`config.mk`:
```
export PLATFORM = sky130hd
export DESIGN_NAME = shift_seq_ctrl_flat
export DESIGN_NICKNAME = d
export VERILOG_FILES = /design/src/rtl/shift_seq_ctrl_pkg.sv /design/src/rtl/shift_seq_ctrl_if.sv /design/src/rtl/shift_seq_ctrl_cnt.sv /design/src/rtl/shift_seq_ctrl.sv /design/src/flat_wrapper.sv
export SDC_FILE = /design/constraint.sdc
export NUM_CORES = 1
export LEC_CHECK = 0
export BUFFER_PORTS_ARGS = -buffer_cell sky130_fd_sc_hd__buf_2
export CORE_MARGIN = 5
export CORE_UTILIZATION = 38
export DETAILED_ROUTE_END_ITERATION = 8
export HOLD_SLACK_MARGIN = 0.08
export PLACE_DENSITY = 0.7
export SKIP_LAST_GASP = 1
export SYNTH_ARGS = -nofsm -noshare
export SYNTH_HDL_FRONTEND = slang
export SYNTH_SLANG_ARGS = --single-unit
```
`constraint.sdc`:
```
create_clock -name CK -period 1.42 [get_ports CK]
set_input_delay 0.213 -clock CK [delete_from_list [all_inputs] [get_ports CK]]
set_output_delay 0.213 -clock CK [all_outputs]
set_load 0.005 [all_outputs]
```
`src/rtl/shift_seq_ctrl_pkg.sv`:
```
// Shared types for the shift-register command sequencer.
// The rotate variant of the sequencer is selected with SHIFT_ROTATE_EN.
package shift_ctrl_pkg;

  // Encodings match the {S0,S1} mode select of the shift register.
  typedef enum logic [1:0] {
    OP_NOP  = 2'b00,
    OP_SHL  = 2'b01,
    OP_SHR  = 2'b10,
    OP_LOAD = 2'b11
  } op_e;

  typedef enum logic [1:0] {
    ST_IDLE = 2'b00,
    ST_EXEC = 2'b01,
    ST_DONE = 2'b10
  } state_e;

endpackage

```
`src/rtl/shift_seq_ctrl_if.sv`:
```
// Command channel into the shift sequencer.
// Handshake: a command transfers on a rising edge where CMD_VALID & CMD_READY;
// the master holds OP/CNT/FILL/DATA stable while CMD_VALID is high and not yet accepted.
interface shift_seq_ctrl_if #(
  parameter int C_NUM_BITS = 4,
  parameter int C_CNT_BITS = $clog2(C_NUM_BITS + 1)
);
  logic                  CMD_VALID;
  logic                  CMD_READY;
  logic [1:0]            CMD_OP;
  logic [C_CNT_BITS-1:0] CMD_CNT;
  logic                  CMD_FILL;
  logic [C_NUM_BITS-1:0] CMD_DATA;

  modport master (
    output CMD_VALID, CMD_OP, CMD_CNT, CMD_FILL, CMD_DATA,
    input  CMD_READY
  );

  modport slave (
    input  CMD_VALID, CMD_OP, CMD_CNT, CMD_FILL, CMD_DATA,
    output CMD_READY
  );
endinterface

```
`src/rtl/shift_seq_ctrl_cnt.sv`:
```
// Loadable down-counter for the shift sequencer; the load value is clamped to
// the register width and 'last' flags the final count of an EXEC run.
module shift_cnt #(
  parameter int C_NUM_BITS = 4,
  parameter int C_CNT_BITS = $clog2(C_NUM_BITS + 1)
) (
  input  logic                  clk,
  input  logic                  rst_n,
  input  logic                  load,
  input  logic [C_CNT_BITS-1:0] load_val,
  input  logic                  dec,
  output logic                  last
);

  localparam logic [C_CNT_BITS-1:0] MAX_CNT = C_CNT_BITS'(C_NUM_BITS);

  logic [C_CNT_BITS-1:0] count;
  logic [C_CNT_BITS-1:0] clamped;

  assign clamped = (load_val > MAX_CNT) ? MAX_CNT : load_val;
  assign last    = (count == C_CNT_BITS'(1));

  always_ff @(posedge clk) begin
    if (!rst_n) begin
      count <= '0;
    end else if (load) begin
      count <= clamped;
    end else if (dec && (count != '0)) begin
      count <= count - 1'b1;
    end
  end

endmodule

```
`src/rtl/shift_seq_ctrl.sv`:
```
// Command sequencer that drives univ_shift_reg for a counted number of edges.
// Define SHIFT_ROTATE_EN to feed the shifted-out bit back in instead of CMD_FILL.
module shift_seq_ctrl
  import shift_ctrl_pkg::*;
#(
  parameter int C_NUM_BITS = 4,
  parameter int C_CNT_BITS = $clog2(C_NUM_BITS + 1)
) (
  input  logic                  CK,
  input  logic                  RN,
  shift_seq_ctrl_if.slave       cmd,
  input  logic [C_NUM_BITS-1:0] Q,
  output logic                  S0,
  output logic                  S1,
  output logic                  SRI,
  output logic                  SLI,
  output logic [C_NUM_BITS-1:0] D,
  output logic                  BUSY,
  output logic                  DONE,
  output state_e                state_dbg
);

  state_e                state_q, state_d;
  op_e                   op_q;
  op_e                   cmd_op;
  logic [C_NUM_BITS-1:0] d_q;
  logic                  accept;
  logic                  cnt_last;
  logic [C_CNT_BITS-1:0] cnt_load_val;
  logic                  fill_l;
  logic                  fill_r;

  assign cmd_op        = op_e'(cmd.CMD_OP);
  assign cmd.CMD_READY = (state_q == ST_IDLE);
  assign accept        = cmd.CMD_VALID && cmd.CMD_READY;
  assign cnt_load_val  = (cmd_op == OP_LOAD) ? C_CNT_BITS'(1) : cmd.CMD_CNT;

  shift_cnt #(
    .C_NUM_BITS (C_NUM_BITS),
    .C_CNT_BITS (C_CNT_BITS)
  ) u_cnt (
    .clk      (CK),
    .rst_n    (RN),
    .load     (accept),
    .load_val (cnt_load_val),
    .dec      (state_q == ST_EXEC),
    .last     (cnt_last)
  );

  always_ff @(posedge CK) begin
    if (!RN) begin
      state_q <= ST_IDLE;
      op_q    <= OP_NOP;
      d_q     <= '0;
    end else begin
      state_q <= state_d;
      if (accept) begin
        op_q <= cmd_op;
        if (cmd_op == OP_LOAD) d_q <= cmd.CMD_DATA;
      end
    end
  end

`ifdef SHIFT_ROTATE_EN
  // Rotate: the bit leaving one end re-enters the other.
  logic unused_fill;
  assign unused_fill = cmd.CMD_FILL;
  assign fill_l      = Q[0];
  assign fill_r      = Q[C_NUM_BITS-1];
`else
  logic fill_q;
  logic unused_q;
  assign unused_q = ^Q;

  always_ff @(posedge CK) begin
    if (!RN)         fill_q <= 1'b0;
    else if (accept) fill_q <= cmd.CMD_FILL;
  end

  assign fill_l = fill_q;
  assign fill_r = fill_q;
`endif

  // NOP and zero-count shifts never touch the register: go straight to DONE.
  always_comb begin
    state_d = state_q;
    case (state_q)
      ST_IDLE: begin
        if (accept) begin
          if ((cmd_op == OP_NOP) ||
              ((cmd_op != OP_LOAD) && (cmd.CMD_CNT == '0)))
            state_d = ST_DONE;
          else
            state_d = ST_EXEC;
        end
      end
      ST_EXEC: if (cnt_last) state_d = ST_DONE;
      ST_DONE: state_d = ST_IDLE;
      default: state_d = ST_IDLE;
    endcase
  end

  always_comb begin
    S0  = 1'b0;
    S1  = 1'b0;
    SRI = 1'b0;
    SLI = 1'b0;
    if (state_q == ST_EXEC) begin
      {S0, S1} = op_q;
      if (op_q == OP_SHL) SLI = fill_l;
      if (op_q == OP_SHR) SRI = fill_r;
    end
  end

  assign D         = d_q;
  assign BUSY      = (state_q == ST_EXEC) || (state_q == ST_DONE);
  assign DONE      = (state_q == ST_DONE);
  assign state_dbg = state_q;

endmodule

```
`src/flat_wrapper.sv`:
```
// flat-port wrapper written by rule: the top's interface ports become plain ports
module shift_seq_ctrl_flat import shift_ctrl_pkg::*;
#(
  parameter int C_NUM_BITS = 4,
  parameter int C_CNT_BITS = $clog2(C_NUM_BITS + 1)
)
  (CK, RN, Q, S0, S1, SRI, SLI, D, BUSY, DONE, state_dbg, cmd_CMD_VALID, cmd_CMD_OP, cmd_CMD_CNT, cmd_CMD_FILL, cmd_CMD_DATA, cmd_CMD_READY);
  shift_seq_ctrl_if #(.C_NUM_BITS(C_NUM_BITS), .C_CNT_BITS(C_CNT_BITS)) cmd_i ();
  input  logic CK;
  input  logic RN;
  input  logic [C_NUM_BITS-1:0] Q;
  output logic S0;
  output logic S1;
  output logic SRI;
  output logic SLI;
  output logic [C_NUM_BITS-1:0] D;
  output logic BUSY;
  output logic DONE;
  output state_e state_dbg;
  input wire logic [$bits(cmd_i.CMD_VALID)-1:0] cmd_CMD_VALID;
  input wire logic [$bits(cmd_i.CMD_OP)-1:0] cmd_CMD_OP;
  input wire logic [$bits(cmd_i.CMD_CNT)-1:0] cmd_CMD_CNT;
  input wire logic [$bits(cmd_i.CMD_FILL)-1:0] cmd_CMD_FILL;
  input wire logic [$bits(cmd_i.CMD_DATA)-1:0] cmd_CMD_DATA;
  output wire logic [$bits(cmd_i.CMD_READY)-1:0] cmd_CMD_READY;
  assign cmd_i.CMD_VALID = cmd_CMD_VALID;
  assign cmd_i.CMD_OP = cmd_CMD_OP;
  assign cmd_i.CMD_CNT = cmd_CMD_CNT;
  assign cmd_i.CMD_FILL = cmd_CMD_FILL;
  assign cmd_i.CMD_DATA = cmd_CMD_DATA;
  assign cmd_CMD_READY = cmd_i.CMD_READY;
  shift_seq_ctrl #(.C_NUM_BITS(C_NUM_BITS), .C_CNT_BITS(C_CNT_BITS)) u_core (.CK(CK), .RN(RN), .cmd(cmd_i), .Q(Q), .S0(S0), .S1(S1), .SRI(SRI), .SLI(SLI), .D(D), .BUSY(BUSY), .DONE(DONE), .state_dbg(state_dbg));
endmodule
```
Word-level counts from Yosys, hierarchy flattened
Cells that the tools add are included.
{"block": "word_totals", "ff_bits": 12, "input_bits": 17, "out_inout_bits": 13, "word_cells": 42}
{"block": "op_classes", "add_sub_neg": 1, "order_cmp": 1, "n_eq_ne": 9, "mux": 14, "n_reduce_logical": 12}
{"cell": "$mux W3", "n": 4}
{"cell": "$eq A2 B2 Y1 const B", "n": 3}
{"cell": "$mux W1", "n": 6}
{"cell": "$mux W2", "n": 3}
{"cell": "$eq A2 B1 Y1 const B", "n": 2}
{"cell": "$logic_not A2 Y1", "n": 2}
{"cell": "$ne A2 B2 Y1 const B", "n": 2}
{"cell": "$pmux W2 S2", "n": 1}
{"cell": "$reduce_and A2 Y1", "n": 2}
{"cell": "$eq A3 B1 Y1 const B", "n": 1}
{"cell": "$gt A3 B3 Y1 const B", "n": 1}
{"cell": "$logic_and A1 B1 Y1", "n": 3}
{"cell": "$logic_not A3 Y1", "n": 1}
{"cell": "$reduce_bool A3 Y1", "n": 1}
{"cell": "$sub A3 B1 Y3 const B", "n": 1}
{"cell": "$logic_or A1 B1 Y1", "n": 2}
{"cell": "$ne A2 B1 Y1 const B", "n": 1}
{"cell": "$reduce_bool A2 Y1", "n": 1}

Longest topological paths before layout
Gate-level depths: netlist of run 1.
{"block": "depth", "word_depth": 6, "mapped_depth": 7, "depth_no_buf": 6}

By module
A second synthesis of run 1 with hierarchy kept.
{"block": "unflattened", "hier_cells": 82, "hier_area_um2": 724.4}
{"mod": "shift_seq_ctrl", "instances": 1, "cells_per_inst": 56, "area_per_inst_um2": 500.5, "seq_area_each_um2": 180.2}
{"mod": "shift_cnt", "instances": 1, "cells_per_inst": 26, "area_per_inst_um2": 224.0, "seq_area_each_um2": 60.1}

Worst setup path before layout of run 1
No wires, ideal clock.
{"block": "synth_timing", "path_type": "reg2reg", "start": "register u_core.state_q[0], in the netlist u_core.state_dbg[0]", "end": "register u_core.d_q[0], in the netlist u_core.D[0]", "setup_time_ns": 0.128, "arrival_time_ns": 1.293, "t_required_ns": 1.292, "slack_ns": 0.000, "path_stages_with_launch": 7, "path_buffers": 0, "period_less_slack_ns": 1.420, "cell_sequence": "dfxtp_1 -> inv_1 -> ha_1 -> and2_2 -> nand3_1 -> mux2i_1 -> nor2_1"}
{"block": "synth_via", "elab_chain_len": 3}
{"element": "start: declaration", "line": "shift_seq_ctrl.sv:23", "source": "state_e state_q, state_d;"}
{"element": "start signal: assignment", "line": "shift_seq_ctrl.sv:56", "source": "state_q <= state_d;"}
{"element": "$logic_not A2 Y1", "line": "shift_seq_ctrl.sv:34", "source": "assign cmd.CMD_READY = (state_q == ST_IDLE);"}
{"element": "net cmd_CMD_READY", "line": "flat_wrapper.sv:25", "source": "output wire logic [$bits(cmd_i.CMD_READY)-1:0] cmd_CMD_READY;"}
{"element": "$logic_and A1 B1 Y1", "line": "shift_seq_ctrl.sv:35", "source": "assign accept = cmd.CMD_VALID && cmd.CMD_READY;"}
{"element": "$reduce_and A2 Y1 (no source line)"}
{"element": "end signal: assignment", "line": "shift_seq_ctrl.sv:59", "source": "if (cmd_op == OP_LOAD) d_q <= cmd.CMD_DATA;"}
{"element": "end: declaration", "line": "shift_seq_ctrl.sv:26", "source": "logic [C_NUM_BITS-1:0] d_q;"}
The timed path passes the listed nets, and every way through them passes these cells.
A chain may end at the register's enable or synchronous reset.

Worst setup path after layout of run 1
{"block": "layout_timing", "start": "register u_core.state_q[1], in the netlist u_core.state_dbg[1]", "end": "output SLI"}
{"block": "layout_via", "elab_chain_len": 2}
{"element": "$eq A2 B1 Y1", "line": "shift_seq_ctrl.sv:108", "source": "if (state_q == ST_EXEC) begin"}
{"element": "$mux W1", "line": "shift_seq_ctrl.sv:108"}
{"element": "end: declaration", "line": "flat_wrapper.sv:15", "source": "output logic SLI;"}
Every way passes these cells.

==> reports/qor.txt, run 1 <==
final setup fails -> 0
Yosys reg bits -> 12
Final #Nets -> 134
crit path launch -> u_core.state_dbg[1]$_SDFFE_PN0P_
Die Width -> 52.2 µm
initial antenna violation count -> 0
top-area cell type share of the netlist area -> 0.355
worst skew pair latency -> 270 ps
Iter 0 DRT Violations -> 7
vias in the first global route -> 616
relative slew slack -> 0.774
Starting Density -> 0.396
# IOs -> 30
P_sw -> 283 µW
worst r2r src -> u_core.state_dbg[1]$_SDFFE_PN0P_
clock sink total -> 12
Synth area leader -> dfxtp_1
worst clock skew -> 1.55 ps
input/output buffers -> 25
clk root buf -> clkbuf_4
Crit. End Element -> primary output
crit path kind -> reg -> out
Crit path largest cell delay -> 320 ps
drc violations -> 0
Die Span Y -> 52.2 µm
Synth cell types -> 27
power density over cell area -> 941 mW/mm²
antenna-violating nets left -> 0
Post-Place Cells -> 129
TritonCTS clock tree -> done
Hold Slack -> 177 ps
GRT Resource Usage Total -> 0.126
R2R setup slack -> 70 ps
most numerous cell in the Yosys netlist -> dfxtp_1
Required @ worst endpoint -> 1210 ps
Clock Tree Buf Depth -> 2
Final period util -> 0.993
most frequent cells after synthesis -> 12 x dfxtp_1, 10 x nand2_1, 7 x a21oi_1, 7 x inv_1, 7 x nor2_1
CORE AREA -> 0.00171 mm²
sequential share of power -> 0.433
Worst-Margin Slew -> 339 ps
CP Cell Sequence -> inv_2, ha_4, nand2_4, nor3b_2, buf_2
critical path's top delay family -> flip-flops
Max Fclk -> 709 MHz
Final Slew Violations -> 0
first-pass GRT wire length -> 2550 µm
Top FF cell, synth -> dfxtp_1
fin util -> 0.563
Ys Warns -> 0
Synth area leaders -> dfxtp_1 35%, ha_1 11%, mux2i_1 5.9%
Worst Path Buf+Inv -> 2
cell area after synthesis -> 677 µm²
Finished Layout Cells -> 134
worst endpoint data arrival time -> 1200 ps
H-tree levels -> 1
vias after detailed routing -> 641
Post-synth EDFFs -> 0
crit path time final -> 1410 ps
outcome -> complete, no violations
final hold vios -> 0
CP max-delay cell -> dfxtp_2
RSZ-0062 raised after global routing -> true
final wirelength -> 1540 µm
gr ovfl total -> 0
Die Area -> 0.00273 mm²
Net Sw Frac -> 0.313
syn_nets -> 100
worst hold path type -> in -> reg
Vias per Instance -> 4.78
P_leak -> 0.462 nW
VDD IR-drop max -> 0.557 mV
Int Pwr -> 621 µW
Clock transition at path regs -> 70 ps
share of layout cells above drive strength 1 -> 0.495
startpoint types -> flip-flop
Logic pwr share -> 0.343
total CTS buffers -> 3
Row Count -> 15
Async S/R FF share, synth -> 0
Diodes inserted -> 0
Synth Area per Inst -> 8.79 µm²
largest net degree at the start of global routing -> 12
max cap viols -> 0
1st-pass router iterations -> 4
sequential fraction of the synthesis area -> 0.355
Synth-to-Final Area Change -> 42.0%
Cells after Synth -> 77
routability congestion estimate -> 0.745
clock share of power -> 0.224
DP HPWL -> 1190 µm
worst-path maximum fanout -> 4
hold path start -> cmd_CMD_VALID
fillcell total -> 155
routed len/inst -> 11.5 µm
-- cells in the final DEF, fill, tap and decap left out, drive strengths merged, types with 2 or more instances in the layout --
cell,synthesis,layout
buf,1,31
inv,7,7
nor2,7,7
clkbuf,1,3
dfxtp,12,12
nor3b,2,2
and2,4,4
mux2i,4,4
a21oi,7,7
o21ai,2,2
nand2b,2,2
nand2,10,10
ha,6,6
-- flip-flops by register name (all words and copies together), names as in the netlist --
signal	flops
u_core.fill_l	1
u_core.D	4
u_core.state_dbg	2
u_core.op_q	2
u_core.u_cnt.count	3
-- worst reg2reg max path, delay by kind of cell, from the launching register on --
kind | cells | cell delay [ps]
flip-flops | 1 | 330
multiplexers | 1 | 320
AO/OA/AOI/OAI | 2 | 240
buffers and inverters | 2 | 210
adder cells (fa/ha/maj) | 1 | 170
-- cells by family (layout without fill, tap and decap cells) --
logic type	after synthesis	in the layout	synth area share
compound gates	15	15	0.165
flops	12	12	0.355
mux	5	5	0.0813
buf+inv	9	41	0.0610
fa+ha+maj	6	6	0.111
simple gates	29	29	0.214
xor+xnor	1	1	0.0129
-- through the flow --
step                      area [µm²]  power [mW]  TNS, ps  setup slack (ps)
after floorplan                  682       0.553        0              72.4
after global placement           853       0.645        0              58.5
after detailed placement         853       0.654        0              9.38
after CTS                        897       0.875    -6.44             -6.44
after global routing             961       0.974    -79.0             -42.9
final                            961       0.904        0              9.55
-- per-layer routing --
| layer | track usage | vias to the layer above | wire [µm] |
|---|---|---|---|
| met2 | 0.203 | 23 | 725 |
| met5 | 0 | - | 0 |
| li1 | - | 327 | - |
| met1 | 0.149 | 289 | 658 |
| met3 | 0.0598 | 2 | 151 |
| met4 | 0.0383 | 0 | 9 |
-- repair_timing --
action,in CTS,in global routing
setup endpoints to repair,4,10
pin swaps,1,3
hold buffers,0,0
gates resized for setup,4,15
buffers inserted,1,1
-- final timing paths --
kind                                   endpoint  cells after the start
max                                         SLI                      5
min            u_core.state_dbg[1]$_SDFFE_PN0P_                      2
max reg2reg  u_core.u_cnt.count[1]$_SDFFE_PN0P_                      6
min reg2reg          u_core.fill_l$_SDFFE_PN0P_                      2
-- power by group through the flow --
stage / registers (mW) / clock network (mW) / logic [mW]
5_1_grt: 0.396 / 0.234 / 0.344
3_5_place_dp: 0.391 / 0 / 0.262
4_1_cts: 0.386 / 0.216 / 0.274
6_report: 0.391 / 0.203 / 0.310
2_1_floorplan: 0.391 / 0 / 0.161
3_3_place_gp: 0.390 / 0 / 0.255
-- cell type report --
type / instances / area, µm² / area share
Tap cell: 25 / 31.3 / 0.0326
Inverter: 7 / 26.3 / 0.0273
Multi-Input combinational cell: 56 / 465 / 0.484
Sequential cell: 12 / 245 / 0.255
Timing Repair Buffer: 31 / 170 / 0.177
Clock buffer: 3 / 22.5 / 0.0234
(Power assumes the default switching activity.)
==> run 2, diff against run 1 <==
--- a/config.mk
+++ b/config.mk
@@ -10,7 +10,9 @@
 export CORE_UTILIZATION = 38
 export DETAILED_ROUTE_END_ITERATION = 8
 export HOLD_SLACK_MARGIN = 0.08
+export MAX_ROUTING_LAYER = met4
 export PLACE_DENSITY = 0.7
+export SETUP_SLACK_MARGIN = 0.3
 export SKIP_LAST_GASP = 1
 export SYNTH_ARGS = -nofsm -noshare
 export SYNTH_HDL_FRONTEND = slang
==> reports/qor.txt, run 2 (synthesis gave the netlist of run 1 again) <==
outcome -> complete, no violations
P_leak -> 0.489 nW (+6.0%)
Row Count -> 15 (unchanged)
Clock Tree Buf Depth -> 2 (unchanged)
initial antenna violation count -> 0 (unchanged)
VDD IR-drop max -> 0.663 mV (+19%)
max cap viols -> 0 (unchanged)
Crit. End Element -> flip-flop
drc violations -> 0 (unchanged)
Synth-to-Final Area Change -> 57.7%
routed len/inst -> 12.4 µm (+8.0%)
Die Span Y -> 52.2 µm (unchanged)
routability congestion estimate -> 0.795 (+6.8%)
worst endpoint data arrival time -> 1500 ps (+300 ps)
worst hold path type -> in -> reg
Setup TNS -> 0 ps (unchanged)
clk root buf -> clkbuf_4
first-pass GRT wire length -> 2510 µm (-1.6%)
WP depth -> 7 (+2)
CP max-delay cell -> dfxtp_2
TritonCTS clock tree -> done
relative slew slack -> 0.730 (-0.0435)
Required @ worst endpoint -> 1570 ps (+360 ps)
most common cell after layout, fill and taps aside -> buf_2
met2 GRT Util -> 0.209 (+0.00628)
Finished Layout Cells -> 135 (+0.75%)
Die Area -> 0.00273 mm² (unchanged)
# hold bufs at CTS -> 0 (unchanged)
Crit path largest cell delay -> 330 ps (about the same)
fin util -> 0.625 (+0.0623)
vias after detailed routing -> 644 (+0.47%)
CORE AREA -> 0.00171 mm² (unchanged)
antenna-violating nets left -> 0 (unchanged)
crit path time final -> 1350 ps (-56.1 ps)
final worst slack -> 65.6 ps (+56.1 ps)
total CTS buffers -> 3 (unchanged)
final setup fails -> 0 (unchanged)
global-route met1 utilization -> 0.146 (-0.00226)
Reg2Reg Depth -> 7 (+1)
H-tree levels -> 1 (unchanged)
CP Cell Sequence -> inv_2, buf_4, ha_4, and2_4, nand3_4, mux2i_1, nor2_1
Worst-Margin Slew -> 404 ps (+65.1 ps)
# IOs -> 30 (unchanged)
1st-pass router iterations -> 2 (-2)
vias in the first global route -> 599 (-2.8%)
met3 global-route usage -> 0.0513 (-0.00855)
Post-Place Cells -> 125 (-3.1%)
largest net degree at the start of global routing -> 12 (unchanged)
Max Fclk -> 738 MHz (+4.1%)
final wirelength -> 1680 µm (+8.8%)
GRT Resource Usage Total -> 0.128 (+0.00125)
Final Slew Violations -> 0 (unchanged)
Hold Path Stages -> 3 (+1)
Finished Cell Area -> 0.00107 mm² (+11%)
critical path's top delay family -> flip-flops
Final #Nets -> 135 (+0.75%)
startpoint types -> flip-flop
clock sink total -> 12 (unchanged)
Clock transition at path regs -> 70 ps (about the same)
worst-path maximum fanout -> 5 (+1)
final hold vios -> 0 (unchanged)
gr busiest metal -> met2
Worst Path Buf+Inv -> 2 (unchanged)
Iter 0 DRT Violations -> 4 (-3)
DP HPWL -> 1150 µm (-3.1%)
RSZ-0062 raised after global routing -> true
pre-CTS setup slack -> 39.4 ps (+30.0 ps)
crit path kind -> reg -> reg
worst skew pair latency -> 270 ps (about the same)
Starting Density -> 0.396 (unchanged)
max reg flops -> 4 (unchanged)
input/output buffers -> 25 (unchanged)
area post-placement -> 868 µm² (+1.8%)
power density over cell area -> 941 mW/mm² (about the same)
most frequent cells in the layout -> 22 x buf_2, 10 x dfxtp_1, 7 x nor2_1, 7 x nand2_1
Diodes inserted -> 0 (unchanged)
worst clock skew -> 1.95 ps (+0.397 ps)
share of layout cells above drive strength 1 -> 0.582 (+0.0864)
gr ovfl total -> 0 (unchanged)
Die Width -> 52.2 µm (unchanged)
Vias per Instance -> 4.77 (-0.28%)
Final period util -> 0.954 (-0.0395)
==> run 2: worst min-delay path, stage by stage <==
cell and delay (ps):
buf_2 70, mux2i_1 50, nor2_1 70
==> run 2: cell type report <==
class	instances	area (µm²)
Clock buffer	3	22.5
Sequential cell	12	245
Fill cell	141	641
Multi-Input combinational cell	56	536
Timing Repair Buffer	32	204
Tap cell	25	31.3
Inverter	7	28.8
==> run 2: path summary, 6_finish.rpt <==
check	start	end	slack [ps]
worst max-delay path	u_core.state_dbg[1]$_SDFFE_PN0P_	u_core.D[3]$_SDFFE_PN0P_	70
worst min-delay path	cmd_CMD_DATA[0]	u_core.D[0]$_SDFFE_PN0P_	180
worst max register to register	u_core.state_dbg[1]$_SDFFE_PN0P_	u_core.D[3]$_SDFFE_PN0P_	70
worst min register to register	u_core.op_q[0]$_SDFFE_PN0P_	u_core.op_q[0]$_SDFFE_PN0P_	490
==> run 2: what timing repair did <==
item	in CTS	in global routing
pin swaps	6	4
gates resized for setup	11	12
setup endpoints to repair	16	19
cloned	0	0
setup buffers	5	2
==> run 2: metal layers <==
layer  vias to the layer above  routed length, µm  share of wire
met5                         -                  0              0
met1                       293                712           0.42
met2                        17                865           0.51
li1                        332                  -              -
met4                         0                 22          0.013
met3                         2                 80          0.048
==> run 2: per-stage QoR <==
step	hold slack [ps]	power, mW
after floorplan	314	0.579
after global placement	446	0.655
after detailed placement	451	0.661
after CTS	167	0.941
after global routing	186	1.08
final	176	1.00
==> run 2: power by group <==
| group | internal (mW) | total [mW] | switching (mW) | leakage (nW) |
|---|---|---|---|---|
| logic | 0.221 | 0.414 | 0.193 | 0.376 |
| clock network | 0.0980 | 0.198 | 0.100 | 0.0138 |
| registers | 0.367 | 0.392 | 0.0247 | 0.0992 |
| total | 0.686 | 1.00 | 0.318 | 0.489 |
